[config.mk]
export PLATFORM = sky130hd
export DESIGN_NAME = iguana_iomux_ctrl_flat
export DESIGN_NICKNAME = d
export VERILOG_FILES = /design/src/rtl/iguana_pkg.sv /design/src/rtl/iguana_iomux_ctrl_if.sv /design/src/rtl/iguana_iomux_debounce.sv /design/src/rtl/iguana_iomux_ctrl.sv /design/src/flat_wrapper.sv
export SDC_FILE = /design/constraint.sdc
export NUM_CORES = 1
export LEC_CHECK = 0
export CAP_MARGIN = 25
export CORE_AREA = 2 2 82 84
export CTS_BUF_LIST = sky130_fd_sc_hd__clkbuf_16
export DETAILED_ROUTE_END_ITERATION = 10
export DIE_AREA = 0 0 84 86
export HOLD_SLACK_MARGIN = 0.03
export PLACE_DENSITY_LB_ADDON = 0.05
export SYNTH_ARGS = -nofsm -noshare
export SYNTH_HDL_FRONTEND = slang
export SYNTH_HIERARCHICAL = 1
export SYNTH_SLANG_ARGS = --single-unit
[constraint.sdc]
create_clock -name clk_i -period 5 [get_ports clk_i]
set_input_delay 1 -clock clk_i [delete_from_list [all_inputs] [get_ports clk_i]]
set_output_delay 1 -clock clk_i [all_outputs]
set_load 0.1 [all_outputs]
[src/rtl/iguana_pkg.sv]
// Purpose: shared types and default timing constants for the iguana GPIO/USB pad mux.
// Latency: n/a (declarations only).
// Backpressure: n/a.
package iguana_pkg;

  // Pad-ownership FSM encoding; the value is exported directly on state_o.
  typedef enum logic [1:0] {
    IOMUX_GPIO    = 2'd0,
    IOMUX_GUARD_U = 2'd1,
    IOMUX_USB     = 2'd2,
    IOMUX_GUARD_G = 2'd3
  } iomux_state_e;

  localparam int unsigned IomuxDebounceCycles = 1024;
  localparam int unsigned IomuxGuardCycles    = 16;

endpackage

[src/rtl/iguana_iomux_ctrl_if.sv]
// Purpose: line/drive bundle between the pad mux and the USB controller ports.
// Latency: n/a (wires only).
// Backpressure: none; plain level signals.
interface iguana_iomux_ctrl_if #(
  parameter int unsigned NumPorts = 2
);

  logic [NumPorts-1:0] usb_dm_o;     // line value seen by the controller
  logic [NumPorts-1:0] usb_dp_o;
  logic [NumPorts-1:0] usb_dm_i;     // controller drive value
  logic [NumPorts-1:0] usb_dp_i;
  logic [NumPorts-1:0] usb_dm_oe_i;  // controller output enable
  logic [NumPorts-1:0] usb_dp_oe_i;

  // USB controller side
  modport master (
    input  usb_dm_o, usb_dp_o,
    output usb_dm_i, usb_dp_i, usb_dm_oe_i, usb_dp_oe_i
  );

  // Pad mux side
  modport slave (
    output usb_dm_o, usb_dp_o,
    input  usb_dm_i, usb_dp_i, usb_dm_oe_i, usb_dp_oe_i
  );

endinterface

[src/rtl/iguana_iomux_debounce.sv]
// Purpose: synchronise the asynchronous USB-select pin and accept a change only after it holds steady.
// Latency: stable_o follows a clean pin edge SyncStages+DebounceCycles cycles later.
// Backpressure: none.
module iguana_iomux_debounce
  import iguana_pkg::*;
#(
  parameter int unsigned SyncStages     = 2,
  parameter int unsigned DebounceCycles = IomuxDebounceCycles
) (
  input  logic clk_i,
  input  logic rst_i,
  input  logic pin_i,
  output logic stable_o
);

  localparam int unsigned    CntW    = $clog2(DebounceCycles + 1);
  localparam logic [CntW-1:0] CntLast = CntW'(DebounceCycles - 1);

  logic [SyncStages-1:0] sync_q, sync_d;
  logic                  synced;
  logic                  stable_q, stable_d;
  logic [CntW-1:0]       cnt_q, cnt_d;

  assign synced   = sync_q[SyncStages-1];
  assign stable_o = stable_q;

  // Shift the raw pin through the synchroniser chain.
  always_comb begin
    sync_d = {sync_q[SyncStages-2:0], pin_i};
  end

  // Count consecutive cycles the synced pin disagrees with the accepted value; any agreement restarts.
  always_comb begin
    stable_d = stable_q;
    cnt_d    = cnt_q;
    if (synced == stable_q) begin
      cnt_d = '0;
    end else if (cnt_q == CntLast) begin
      stable_d = synced;
      cnt_d    = '0;
    end else begin
      cnt_d = cnt_q + CntW'(1);
    end
  end

  // Register synchroniser, accepted value and counter.
  always_ff @(posedge clk_i) begin
    if (rst_i) begin
      sync_q   <= '0;
      stable_q <= 1'b0;
      cnt_q    <= '0;
    end else begin
      sync_q   <= sync_d;
      stable_q <= stable_d;
      cnt_q    <= cnt_d;
    end
  end

endmodule

[src/rtl/iguana_iomux_ctrl.sv]
// Purpose: hand shared pads between SoC GPIO and USB ports via a tri-stated guard phase.
// Latency: override request acts next cycle; pin request after sync+debounce; handover takes GuardCycles.
// Backpressure: none; the mux datapath is combinational from the registered owner state.
module iguana_iomux_ctrl
  import iguana_pkg::*;
#(
  parameter int unsigned GpioWidth      = 32,
  parameter int unsigned NumPorts       = 2,
  parameter int unsigned PortPinBase    = 1,
  parameter int unsigned SelPin         = 0,
  parameter int unsigned SyncStages     = 2,
  parameter int unsigned DebounceCycles = IomuxDebounceCycles,
  parameter int unsigned GuardCycles    = IomuxGuardCycles
) (
  input  logic                 clk_i,
  input  logic                 rst_i,
  input  logic                 sw_ovr_en_i,
  input  logic                 sw_usb_sel_i,
  input  logic [GpioWidth-1:0] pad_gpio_i,
  output logic [GpioWidth-1:0] pad_gpio_o,
  output logic [GpioWidth-1:0] pad_gpio_en_o,
  output logic [GpioWidth-1:0] soc_gpio_o,
  input  logic [GpioWidth-1:0] soc_gpio_i,
  input  logic [GpioWidth-1:0] soc_gpio_en_i,
  iguana_iomux_ctrl_if.slave   usb,
  output logic                 usb_active_o,
  output logic [1:0]           state_o
);

  localparam int unsigned     ShW      = 2 * NumPorts;
  localparam int unsigned     GcntW    = $clog2(GuardCycles + 1);
  localparam logic [GcntW-1:0] GcntLast = GcntW'(GuardCycles - 1);

  localparam logic [1:0] ST_GPIO    = IOMUX_GPIO;
  localparam logic [1:0] ST_GUARD_U = IOMUX_GUARD_U;
  localparam logic [1:0] ST_USB     = IOMUX_USB;
  localparam logic [1:0] ST_GUARD_G = IOMUX_GUARD_G;

  // Parameter sanity: shared block must fit and must not swallow the select pin.
  if (PortPinBase + ShW > GpioWidth) begin : g_err_range
    $error("iguana_iomux_ctrl: shared pads exceed GpioWidth");
  end
  if (SelPin >= PortPinBase && SelPin < PortPinBase + ShW) begin : g_err_selpin
    $error("iguana_iomux_ctrl: SelPin lies inside the shared pad range");
  end
  if (DebounceCycles < 1) begin : g_err_debounce
    $error("iguana_iomux_ctrl: DebounceCycles must be >= 1");
  end
  if (GuardCycles < 1) begin : g_err_guard
    $error("iguana_iomux_ctrl: GuardCycles must be >= 1");
  end
  if (SyncStages < 2) begin : g_err_sync
    $error("iguana_iomux_ctrl: SyncStages must be >= 2");
  end

  logic             stable;
  logic             req;
  logic [1:0]       state_q, state_d;
  logic [GcntW-1:0] gcnt_q, gcnt_d;
  logic             usb_active_q, usb_active_d;

  // Shared pads packed as {.., dp1, dm1, dp0, dm0}, matching pad order from PortPinBase upwards.
  logic [ShW-1:0]      usb_pad_dat, usb_pad_en, pad_shared;
  logic [NumPorts-1:0] line_dm, line_dp;

  iguana_iomux_debounce #(
    .SyncStages     (SyncStages),
    .DebounceCycles (DebounceCycles)
  ) u_debounce (
    .clk_i    (clk_i),
    .rst_i    (rst_i),
    .pin_i    (pad_gpio_i[SelPin]),
    .stable_o (stable)
  );

  assign req        = sw_ovr_en_i ? sw_usb_sel_i : stable;
  assign pad_shared = pad_gpio_i[PortPinBase +: ShW];

  for (genvar p = 0; p < NumPorts; p++) begin : g_port
    assign usb_pad_dat[2*p]   = usb.usb_dm_i[p];
    assign usb_pad_dat[2*p+1] = usb.usb_dp_i[p];
    assign usb_pad_en[2*p]    = usb.usb_dm_oe_i[p];
    assign usb_pad_en[2*p+1]  = usb.usb_dp_oe_i[p];
    assign line_dm[p]         = pad_shared[2*p];
    assign line_dp[p]         = pad_shared[2*p+1];
  end

  // Ownership FSM: every GPIO<->USB move passes through a full tri-state guard; only GUARD_U may abort.
  always_comb begin
    state_d = state_q;
    gcnt_d  = gcnt_q;
    case (state_q)
      ST_GPIO: begin
        if (req) begin
          state_d = ST_GUARD_U;
          gcnt_d  = '0;
        end
      end
      ST_GUARD_U: begin
        if (!req) begin
          state_d = ST_GPIO;
        end else if (gcnt_q == GcntLast) begin
          state_d = ST_USB;
        end else begin
          gcnt_d = gcnt_q + GcntW'(1);
        end
      end
      ST_USB: begin
        if (!req) begin
          state_d = ST_GUARD_G;
          gcnt_d  = '0;
        end
      end
      ST_GUARD_G: begin
        if (gcnt_q == GcntLast) begin
          state_d = ST_GPIO;
        end else begin
          gcnt_d = gcnt_q + GcntW'(1);
        end
      end
    endcase
    usb_active_d = (state_d == ST_USB);
  end

  // State, guard counter and the registered USB-active flag.
  always_ff @(posedge clk_i) begin
    if (rst_i) begin
      state_q      <= ST_GPIO;
      gcnt_q       <= '0;
      usb_active_q <= 1'b0;
    end else begin
      state_q      <= state_d;
      gcnt_q       <= gcnt_d;
      usb_active_q <= usb_active_d;
    end
  end

  assign state_o      = state_q;
  assign usb_active_o = usb_active_q;

  // Pad mux: SoC owns everything by default; shared block is overridden by USB or tri-stated in guards.
  always_comb begin
    pad_gpio_o    = soc_gpio_i;
    pad_gpio_en_o = soc_gpio_en_i;
    soc_gpio_o    = pad_gpio_i;
    usb.usb_dm_o  = '0;
    usb.usb_dp_o  = '1;
    case (state_q)
      ST_USB: begin
        pad_gpio_o[PortPinBase +: ShW]    = usb_pad_dat;
        pad_gpio_en_o[PortPinBase +: ShW] = usb_pad_en;
        soc_gpio_o[PortPinBase +: ShW]    = '0;
        usb.usb_dm_o                      = line_dm;
        usb.usb_dp_o                      = line_dp;
      end
      ST_GUARD_U, ST_GUARD_G: begin
        pad_gpio_o[PortPinBase +: ShW]    = '0;
        pad_gpio_en_o[PortPinBase +: ShW] = '0;
        soc_gpio_o[PortPinBase +: ShW]    = '0;
      end
      default: begin
      end
    endcase
    pad_gpio_en_o[SelPin] = 1'b0;
  end

endmodule

[src/flat_wrapper.sv]
// flat-port wrapper written by rule: the top's interface ports become plain ports
module iguana_iomux_ctrl_flat import iguana_pkg::*;
#(
  parameter int unsigned GpioWidth      = 32,
  parameter int unsigned NumPorts       = 2,
  parameter int unsigned PortPinBase    = 1,
  parameter int unsigned SelPin         = 0,
  parameter int unsigned SyncStages     = 2,
  parameter int unsigned DebounceCycles = IomuxDebounceCycles,
  parameter int unsigned GuardCycles    = IomuxGuardCycles
)
  (clk_i, rst_i, sw_ovr_en_i, sw_usb_sel_i, pad_gpio_i, pad_gpio_o, pad_gpio_en_o, soc_gpio_o, soc_gpio_i, soc_gpio_en_i, usb_active_o, state_o, usb_usb_dm_o, usb_usb_dp_o, usb_usb_dm_i, usb_usb_dp_i, usb_usb_dm_oe_i, usb_usb_dp_oe_i);
  iguana_iomux_ctrl_if #(.NumPorts(NumPorts)) usb_i ();
  input  logic clk_i;
  input  logic rst_i;
  input  logic sw_ovr_en_i;
  input  logic sw_usb_sel_i;
  input  logic [GpioWidth-1:0] pad_gpio_i;
  output logic [GpioWidth-1:0] pad_gpio_o;
  output logic [GpioWidth-1:0] pad_gpio_en_o;
  output logic [GpioWidth-1:0] soc_gpio_o;
  input  logic [GpioWidth-1:0] soc_gpio_i;
  input  logic [GpioWidth-1:0] soc_gpio_en_i;
  output logic usb_active_o;
  output logic [1:0] state_o;
  output wire logic [$bits(usb_i.usb_dm_o)-1:0] usb_usb_dm_o;
  output wire logic [$bits(usb_i.usb_dp_o)-1:0] usb_usb_dp_o;
  input wire logic [$bits(usb_i.usb_dm_i)-1:0] usb_usb_dm_i;
  input wire logic [$bits(usb_i.usb_dp_i)-1:0] usb_usb_dp_i;
  input wire logic [$bits(usb_i.usb_dm_oe_i)-1:0] usb_usb_dm_oe_i;
  input wire logic [$bits(usb_i.usb_dp_oe_i)-1:0] usb_usb_dp_oe_i;
  assign usb_usb_dm_o = usb_i.usb_dm_o;
  assign usb_usb_dp_o = usb_i.usb_dp_o;
  assign usb_i.usb_dm_i = usb_usb_dm_i;
  assign usb_i.usb_dp_i = usb_usb_dp_i;
  assign usb_i.usb_dm_oe_i = usb_usb_dm_oe_i;
  assign usb_i.usb_dp_oe_i = usb_usb_dp_oe_i;
  iguana_iomux_ctrl #(.GpioWidth(GpioWidth), .NumPorts(NumPorts), .PortPinBase(PortPinBase), .SelPin(SelPin), .SyncStages(SyncStages), .DebounceCycles(DebounceCycles), .GuardCycles(GuardCycles)) u_core (.clk_i(clk_i), .rst_i(rst_i), .sw_ovr_en_i(sw_ovr_en_i), .sw_usb_sel_i(sw_usb_sel_i), .pad_gpio_i(pad_gpio_i), .pad_gpio_o(pad_gpio_o), .pad_gpio_en_o(pad_gpio_en_o), .soc_gpio_o(soc_gpio_o), .soc_gpio_i(soc_gpio_i), .soc_gpio_en_i(soc_gpio_en_i), .usb(usb_i), .usb_active_o(usb_active_o), .state_o(state_o));
endmodule
==> run summary, run 1 <==
POWER
--------------------------------------------------------------------------------
Pwr per Cell Area                                                    289 nW/um^2
Largest vdd supply drop                                                   186 uV
Leakage dissipation                                                     0.596 nW

GRT
--------------------------------------------------------------------------------
Overflow after GRT                                                             0
Vias in the first global route                                             1,198
Initial antenna violation count                                                0
Wire length of the first global-routing pass                        5770 microns
Global routing usage summed across all routing layers                      9.85%
Maximum number of pins on one net before global-route repair                  21

CTS
--------------------------------------------------------------------------------
Count of buffers added by post-CTS timing repair for setup                     0
Clock tree root buffer cell                                         sky130_fd_sc_hd__clkbuf_16
Number of clock sinks                                                         22
TritonCTS buffer count                                                         3
Clock insertion delay at the later pin of the skew report                0.25 ns
Resized Gates After CTS                                                        0
Clock-pin slew on the worst setup and hold paths                         0.06 ns
Largest buffer count on any clock path                                         2
CTS HTree Levels                                                               1
CTS tree                                                                    done
Hold bufs inserted after CTS                                                   0

CRITICAL PATH
--------------------------------------------------------------------------------
CP required                                                              4.00 ns
Largest incremental delay on the critical path                           1.13 ns
Critical Path End Type                                              primary output
Worst path cell trace                                               nor2b_1, and2_1, clkdlybuf4s50_1
Largest fanout on the critical path                                           18
Max stage delay cell, worst path                                    sky130_fd_sc_hd__clkdlybuf4s50_1
Kind of cell with the highest combined delay on the critical path   buffers and inverters
Worst EP arrival                                                         2.83 ns
Setup crit start kind                                                   register
Total number of cells along the worst setup path                               3
Buffer and inverter count on the worst path                                    1
Category of the critical setup timing path                          register to primary output
Number of cells traversed by the worst register-to-register path               7

SYNTHESIS
--------------------------------------------------------------------------------
Gate count of the mapped netlist                                             223
Sequential fraction of the synthesis area                                  24.5%
Syn Nets                                                                     335
Post-synth top flop                                                 sky130_fd_sc_hd__dfxtp_1
Post-synth top area share                                                  35.0%
Mapped Area                                                           1800 sq um
Count of distinct cell types in the synthesized netlist                       34
Number of flops mapped to enable cells by yosys                                0
Synth area leader                                                   sky130_fd_sc_hd__buf_4
Post-synthesis sequential element count                                       22
Average instance area after synthesis                                 8.07 sq um
Cell types with the largest area share after synthesis              sky130_fd_sc_hd__buf_4 35%, sky130_fd_sc_hd__dfxtp_1 24%, sky130_fd_sc_hd__mux2i_1 6.1%
Synth Warn #                                                                   6
Async set-or-reset flop fraction in the synthesized netlist                   0%

DRT
--------------------------------------------------------------------------------
Post-detailed-route wirelength per cell                             13.9 microns
Via Count                                                                  1,164
Count of unresolved DRC violations after routing                               0
Drt total wl                                                        3580 microns
Initial drt markers                                                           28
Number of detailed-routing iterations run before antenna repair                4
DR vias/cell                                                                4.51
Number of routed nets with antenna violations                                  0

FLOORPLANNING
--------------------------------------------------------------------------------
FP Rows                                                                       29
Area of the placeable core                                            6280 sq um
Initial Utilization                                                        28.7%
Overall die width                                                     84 microns
Num ports                                                                    211
Area enclosed by the die boundary                                     7220 sq um
Die Span Y                                                            86 microns

MIN PATH
--------------------------------------------------------------------------------
Class of the tightest hold or removal check                         register to register
Min-Delay Path Depth                                                           1

PLACE
--------------------------------------------------------------------------------
Total placed instance area                                            1650 sq um
HPWL reported at the end of detailed placement                      2750 microns
IO Port Bufs                                                                  44
Routability cong.                                                          0.729

STA
--------------------------------------------------------------------------------
Hold slack                                                              0.442 ns
Number of hold violations in the final report                                  0
Setup repair after global routing missed its margin                        false
Fin crit share                                                             76.6%
Clock tree skew after final layout                                    0.00759 ns
Transition time of the tightest slew-check pin                          0.968 ns
Highest clock rate                                                     0.261 GHz
Minimum period implied by the final worst setup slack                    3.83 ns
Slew margin rel.                                                           35.3%
Number of pins with negative max-slew slack in the final report                0
Setup violations, final                                                        0
Setup TNS after final layout                                                0 ns

CELLS AND AREA
--------------------------------------------------------------------------------
Leading cell type in the layout, fill and taps excluded             sky130_fd_sc_hd__clkdlybuf4s50_1
Antenna diode instance count                                                   0
Layout Area Growth over Synthesis                                         -2.78%
Commonest cells after routing, fill and taps aside                  35 x sky130_fd_sc_hd__clkdlybuf4s50_1, 25 x sky130_fd_sc_hd__nor2_1, 22 x sky130_fd_sc_hd__dfxtp_1, 11 x sky130_fd_sc_hd__mux2i_1, 11 x sky130_fd_sc_hd__nand2_1
Proportion of layout cells with a drive suffix above 1                     11.0%
Number of nets at the end of the flow                                        294
Finished Cell Area                                                    1750 sq um
Utilization after layout                                                   27.9%

STATUS
--------------------------------------------------------------------------------
Run status                                                          finished clean

FLOW RUN
--------------------------------------------------------------------------------
Max-capacitance violation count                                                0

==> final timing paths <==
path	from	end	slack (ns)
worst min-delay path	u_core/u_debounce/sync_q[0]	u_core/u_debounce/sync_q[1]	0.44
worst max register to register	u_core/gcnt_q[0]	u_core/gcnt_q[3]	2.82
worst max-delay path	u_core/state_o[1]	usb_usb_dm_o[1]	1.17
worst min register to register	u_core/u_debounce/sync_q[0]	u_core/u_debounce/sync_q[1]	0.44
==> synth_stat cells (2+ instances only) <==
cell,number
sky130_fd_sc_hd__and2_1,6
sky130_fd_sc_hd__nand2b_1,3
sky130_fd_sc_hd__ha_1,4
sky130_fd_sc_hd__nand4_1,3
sky130_fd_sc_hd__a21oi_1,7
sky130_fd_sc_hd__nand3_1,4
sky130_fd_sc_hd__or3b_1,2
sky130_fd_sc_hd__inv_1,4
sky130_fd_sc_hd__xor2_1,4
sky130_fd_sc_hd__xnor2_1,5
sky130_fd_sc_hd__buf_1,2
sky130_fd_sc_hd__mux2i_1,11
sky130_fd_sc_hd__nand2_1,11
sky130_fd_sc_hd__buf_4,84
sky130_fd_sc_hd__nor3_1,5
sky130_fd_sc_hd__dfxtp_1,22
sky130_fd_sc_hd__o21ai_0,2
sky130_fd_sc_hd__buf_6,2
sky130_fd_sc_hd__nor2b_1,3
sky130_fd_sc_hd__nor2_1,25
==> routing by layer <==
layer,track usage (%),up-vias,part of all wire (%)
met2,15.0,60,45
met1,10.8,529,41
met4,4.69,0,3.4
met3,6.16,24,11
li1,-,551,-
met5,0,-,0
==> logic make-up (layout without fill, tap and decap cells) <==
group,after synthesis,in the layout,share of synthesized area (%)
AO/OA/AOI/OAI,12,12,3.82
adder cells (fa/ha/maj),4,4,2.78
AND/OR/NAND/NOR,69,69,19.5
XOR/XNOR,9,9,4.38
multiplexers,12,12,6.88
buffers and inverters,94,52,38.0
other,1,1,0.208
flip-flops,22,22,24.5
==> through the flow <==
stage / setup WS [ns] / std cells / power, mW
after floorplan: 0.961 / 223 / 0.563
after detailed placement: 1.26 / 254 / 0.287
final: 1.17 / 258 / 0.505
after global placement: 1.28 / 254 / 0.287
after global routing: 1.04 / 258 / 0.526
after CTS: 1.17 / 258 / 0.514
==> where the power goes <==
group / switching, mW / total (mW) / internal, mW
clock: 0.0640 / 0.223 / 0.159
sequential: 0.00255 / 0.179 / 0.177
combinational: 0.0709 / 0.103 / 0.0323
==> final cells by class <==
class	instances	area [sq um]
fill	689	4530
multi-input combinational	107	676
sequential	22	440
timing repair buffer	44	418
tap	77	96.3
clock buffer	3	75.1
clock inverter	1	30.0
inverter	4	15.0
==> flip-flops by register name, summed over array words and instances (netlist names) <==
register	cells
u_core/gcnt_q	5
u_core/u_debounce/sync_q	2
u_core/u_debounce/cnt_q	11
u_core/u_debounce/stable_o	1
u_core/usb_active_o	1
u_core/state_o	2
==> worst reg2reg max path: cells and delay by family, from the launching register on <==
| family | cells | cell delay [ns] |
|---|---|---|
| muxes | 1 | 0.28 |
| AOI/OAI and AO/OA | 2 | 0.33 |
| and+or+nand+nor | 2 | 0.73 |
| DFF | 1 | 0.33 |
| adders and majority gates | 2 | 0.44 |
No activity file was read; power rests on OpenSTA's default activity.
==> inputs of run 2 (changes only) <==
--- a/config.mk
+++ b/config.mk
@@ -6,10 +6,9 @@
 export NUM_CORES = 1
 export LEC_CHECK = 0
 export CAP_MARGIN = 25
-export CORE_AREA = 2 2 82 84
+export CORE_UTILIZATION = 25
 export CTS_BUF_LIST = sky130_fd_sc_hd__clkbuf_16
 export DETAILED_ROUTE_END_ITERATION = 10
-export DIE_AREA = 0 0 84 86
 export HOLD_SLACK_MARGIN = 0.03
 export PLACE_DENSITY_LB_ADDON = 0.05
 export SYNTH_ARGS = -nofsm -noshare
==> constraint.sdc (replaced) <==
create_clock -name clk_i -period 3.2 [get_ports clk_i]
set_input_delay 0.64 -clock clk_i [delete_from_list [all_inputs] [get_ports clk_i]]
set_output_delay 0.64 -clock clk_i [all_outputs]
set_load 0.1 [all_outputs]
==> run summary, run 2 (same netlist as run 1, synthesis figures left out) <==
FLOORPLANNING
--------------------------------------------------------------------------------
Overall die width                                                   86.9 microns   +3.4%
Area of the placeable core                                            6870 sq um   +9.4%
Initial Utilization                                                        26.2%   -2.5 points
FP Rows                                                                       30   +3.4%
Die Span Y                                                          86.9 microns   +1.0%
Num ports                                                                    211   unchanged
Area enclosed by the die boundary                                     7550 sq um   +4.5%

GRT
--------------------------------------------------------------------------------
Maximum number of pins on one net before global-route repair                  16   -24%
Wire length of the first global-routing pass                        7000 microns   +21%
Initial antenna violation count                                                0   unchanged
Overflow after GRT                                                             0   unchanged
Vias in the first global route                                             1,175   -1.9%
Global routing usage summed across all routing layers                      12.8%   +3.0 points

CELLS AND AREA
--------------------------------------------------------------------------------
Post-route insts no fill                                                     280   +8.5%
Number of nets at the end of the flow                                        297   +1.0%
Leading cell type in the layout, fill and taps excluded             sky130_fd_sc_hd__clkdlybuf4s50_1
Commonest cells after routing, fill and taps aside                  24 x sky130_fd_sc_hd__clkdlybuf4s50_1, 22 x sky130_fd_sc_hd__dfxtp_1, 21 x sky130_fd_sc_hd__buf_4, 17 x sky130_fd_sc_hd__nor2_1
Finished Cell Area                                                    1850 sq um   +5.6%
Number of flip-flops in the largest register                                  11   unchanged
Proportion of layout cells with a drive suffix above 1                     22.8%   +12 points
Antenna diode instance count                                                   0   unchanged
Layout Area Growth over Synthesis                                          2.71%
Largest registers in the final layout                               u_core/u_debounce/cnt_q x11, u_core/gcnt_q x5
Largest register by flop count                                      u_core/u_debounce/cnt_q

DRT
--------------------------------------------------------------------------------
Post-detailed-route wirelength per cell                             17.1 microns   +24%
Count of unresolved DRC violations after routing                               0   unchanged
Number of routed nets with antenna violations                                  0   unchanged
DR vias/cell                                                                4.12   -8.6%
Drt total wl                                                        4800 microns   +34%
Via Count                                                                  1,154   -0.86%
Number of detailed-routing iterations run before antenna repair                2   -2
Initial drt markers                                                           31   +11%

CTS
--------------------------------------------------------------------------------
CTS HTree Levels                                                               1   unchanged
Clock tree root buffer cell                                         sky130_fd_sc_hd__clkbuf_16
Hold bufs inserted after CTS                                                   0   unchanged
Number of clock sinks                                                         22   unchanged
TritonCTS buffer count                                                         3   unchanged
Largest buffer count on any clock path                                         2   unchanged
CTS tree                                                                    done
Clock-pin slew on the worst setup and hold paths                         0.06 ns   about the same
Clock insertion delay at the later pin of the skew report                0.26 ns   about the same
Count of buffers added by post-CTS timing repair for setup                     0   unchanged
Resized Gates After CTS                                                        0   unchanged

POWER
--------------------------------------------------------------------------------
Pwr per Cell Area                                                    434 nW/um^2   +50%
Logic pwr share                                                            21.2%   +0.8 points
Leakage dissipation                                                     0.649 nW   +8.8%
Switching power of the nets                                             0.224 mW   +63%
Clk network pwr share                                                      44.0%   about the same
Proportion of power drawn by flip-flops and latches                        34.7%   -0.8 points
Total power of the final layout                                         0.802 mW   +59%
Largest vdd supply drop                                                   262 uV   +41%
Switching part of the total                                                27.9%   +0.72 points
Cell-internal power                                                     0.578 mW   +57%

STA
--------------------------------------------------------------------------------
Setup repair after global routing missed its margin                        false
Highest clock rate                                                     0.450 GHz
Clock tree skew after final layout                                    0.00245 ns   -0.00515 ns
Fin crit share                                                             69.5%
Minimum period implied by the final worst setup slack                    2.22 ns
Number of hold violations in the final report                                  0   unchanged
Setup TNS after final layout                                                0 ns   unchanged
Number of pins with negative max-slew slack in the final report                0   unchanged
Setup violations, final                                                        0   unchanged

CRITICAL PATH
--------------------------------------------------------------------------------
Buffer and inverter count on the worst path                                    1   unchanged
Max stage delay cell, worst path                                    sky130_fd_sc_hd__dfxtp_1
Kind of cell with the highest combined delay on the critical path   simple AND/OR/NAND/NOR gates
CP required                                                              2.56 ns   -1.44 ns
Launch point of the critical path                                   u_core/state_o[1]
Setup crit start kind                                                   register
Critical Path End Type                                              primary output
Worst r2r src                                                       u_core/gcnt_q[0]
Largest fanout on the critical path                                            9   -9
Worst path cell trace                                               nor2b_1, and2_1, buf_4
Worst EP arrival                                                         1.58 ns   -1.25 ns
Category of the critical setup timing path                          register to primary output
Largest incremental delay on the critical path                           0.46 ns   -0.67 ns

STATUS
--------------------------------------------------------------------------------
Run status                                                          finished clean

MIN PATH
--------------------------------------------------------------------------------
Hold Path Origin                                                    u_core/u_debounce/sync_q[0]
Class of the tightest hold or removal check                         register to register

PLACE
--------------------------------------------------------------------------------
Routability cong.                                                          0.668   -8.3%
IO Port Bufs                                                                  44   unchanged
HPWL reported at the end of detailed placement                      4090 microns   +49%
Total placed instance area                                            1740 sq um   +6.0%
Placed Cells                                                                 276   +8.7%

FLOW RUN
--------------------------------------------------------------------------------
Max-capacitance violation count                                                0   unchanged

## run 2: cell types whose count changed in the layout (fill, tap and decap cells not counted), sizes merged
| cell | before | now |
|---|---|---|
| buf | 9 | 23 |
| clkdlybuf4s50 | 35 | 24 |
## run 2: worst paths after layout
kind	slack, ns	depth (start not counted)	to
max	0.98	3	usb_usb_dm_o[1]
min	0.44	1	u_core/u_debounce/sync_q[1]
max reg2reg	1.11	8	u_core/gcnt_q[3]
min reg2reg	0.44	1	u_core/u_debounce/sync_q[1]
## run 2: per-layer routing
| layer | wire length (microns) | share of wire (%) | global-route usage [%] | vias up |
|---|---|---|---|---|
| met2 | 2590 | 54 | 24.1 | 62 |
| met1 | 1440 | 30 | 11.0 | 509 |
| met3 | 570 | 12 | 4.93 | 24 |
| li1 | - | - | - | 559 |
| met5 | 0 | 0 | 0 | - |
| met4 | 202 | 4.2 | 9.24 | 0 |
## run 2: cell type report
type / count / area (sq um)
fillers: 749 / 5020
multi-input cells: 107 / 731
flip-flops and latches: 22 / 440
repair buffers: 47 / 438
well taps: 96 / 120
clock buffers: 3 / 75.1
clock inverters: 1 / 30.0
inverters: 4 / 15.0
## run 2: power by group through the flow
stage / clock (mW) / sequential, mW / combinational, mW
final: 0.353 / 0.278 / 0.170
after global routing: 0.376 / 0.279 / 0.178
after CTS: 0.362 / 0.278 / 0.172
after detailed placement: 0 / 0.284 / 0.172
after global placement: 0 / 0.284 / 0.172
after floorplan: 0 / 0.287 / 0.600
## run 2: per-stage QoR
step | worst slack, ns | hold WS [ns] | utilization, %
final | 0.977 | 0.441 | 26.9
after global routing | 0.859 | 0.460 | 26.9
after CTS | 0.937 | 0.447 | 26.9
after detailed placement | 0.706 | 0.433 | 25.4
after global placement | 0.738 | 0.428 | 25.4
after floorplan | -0.0368 | 0.414 | -
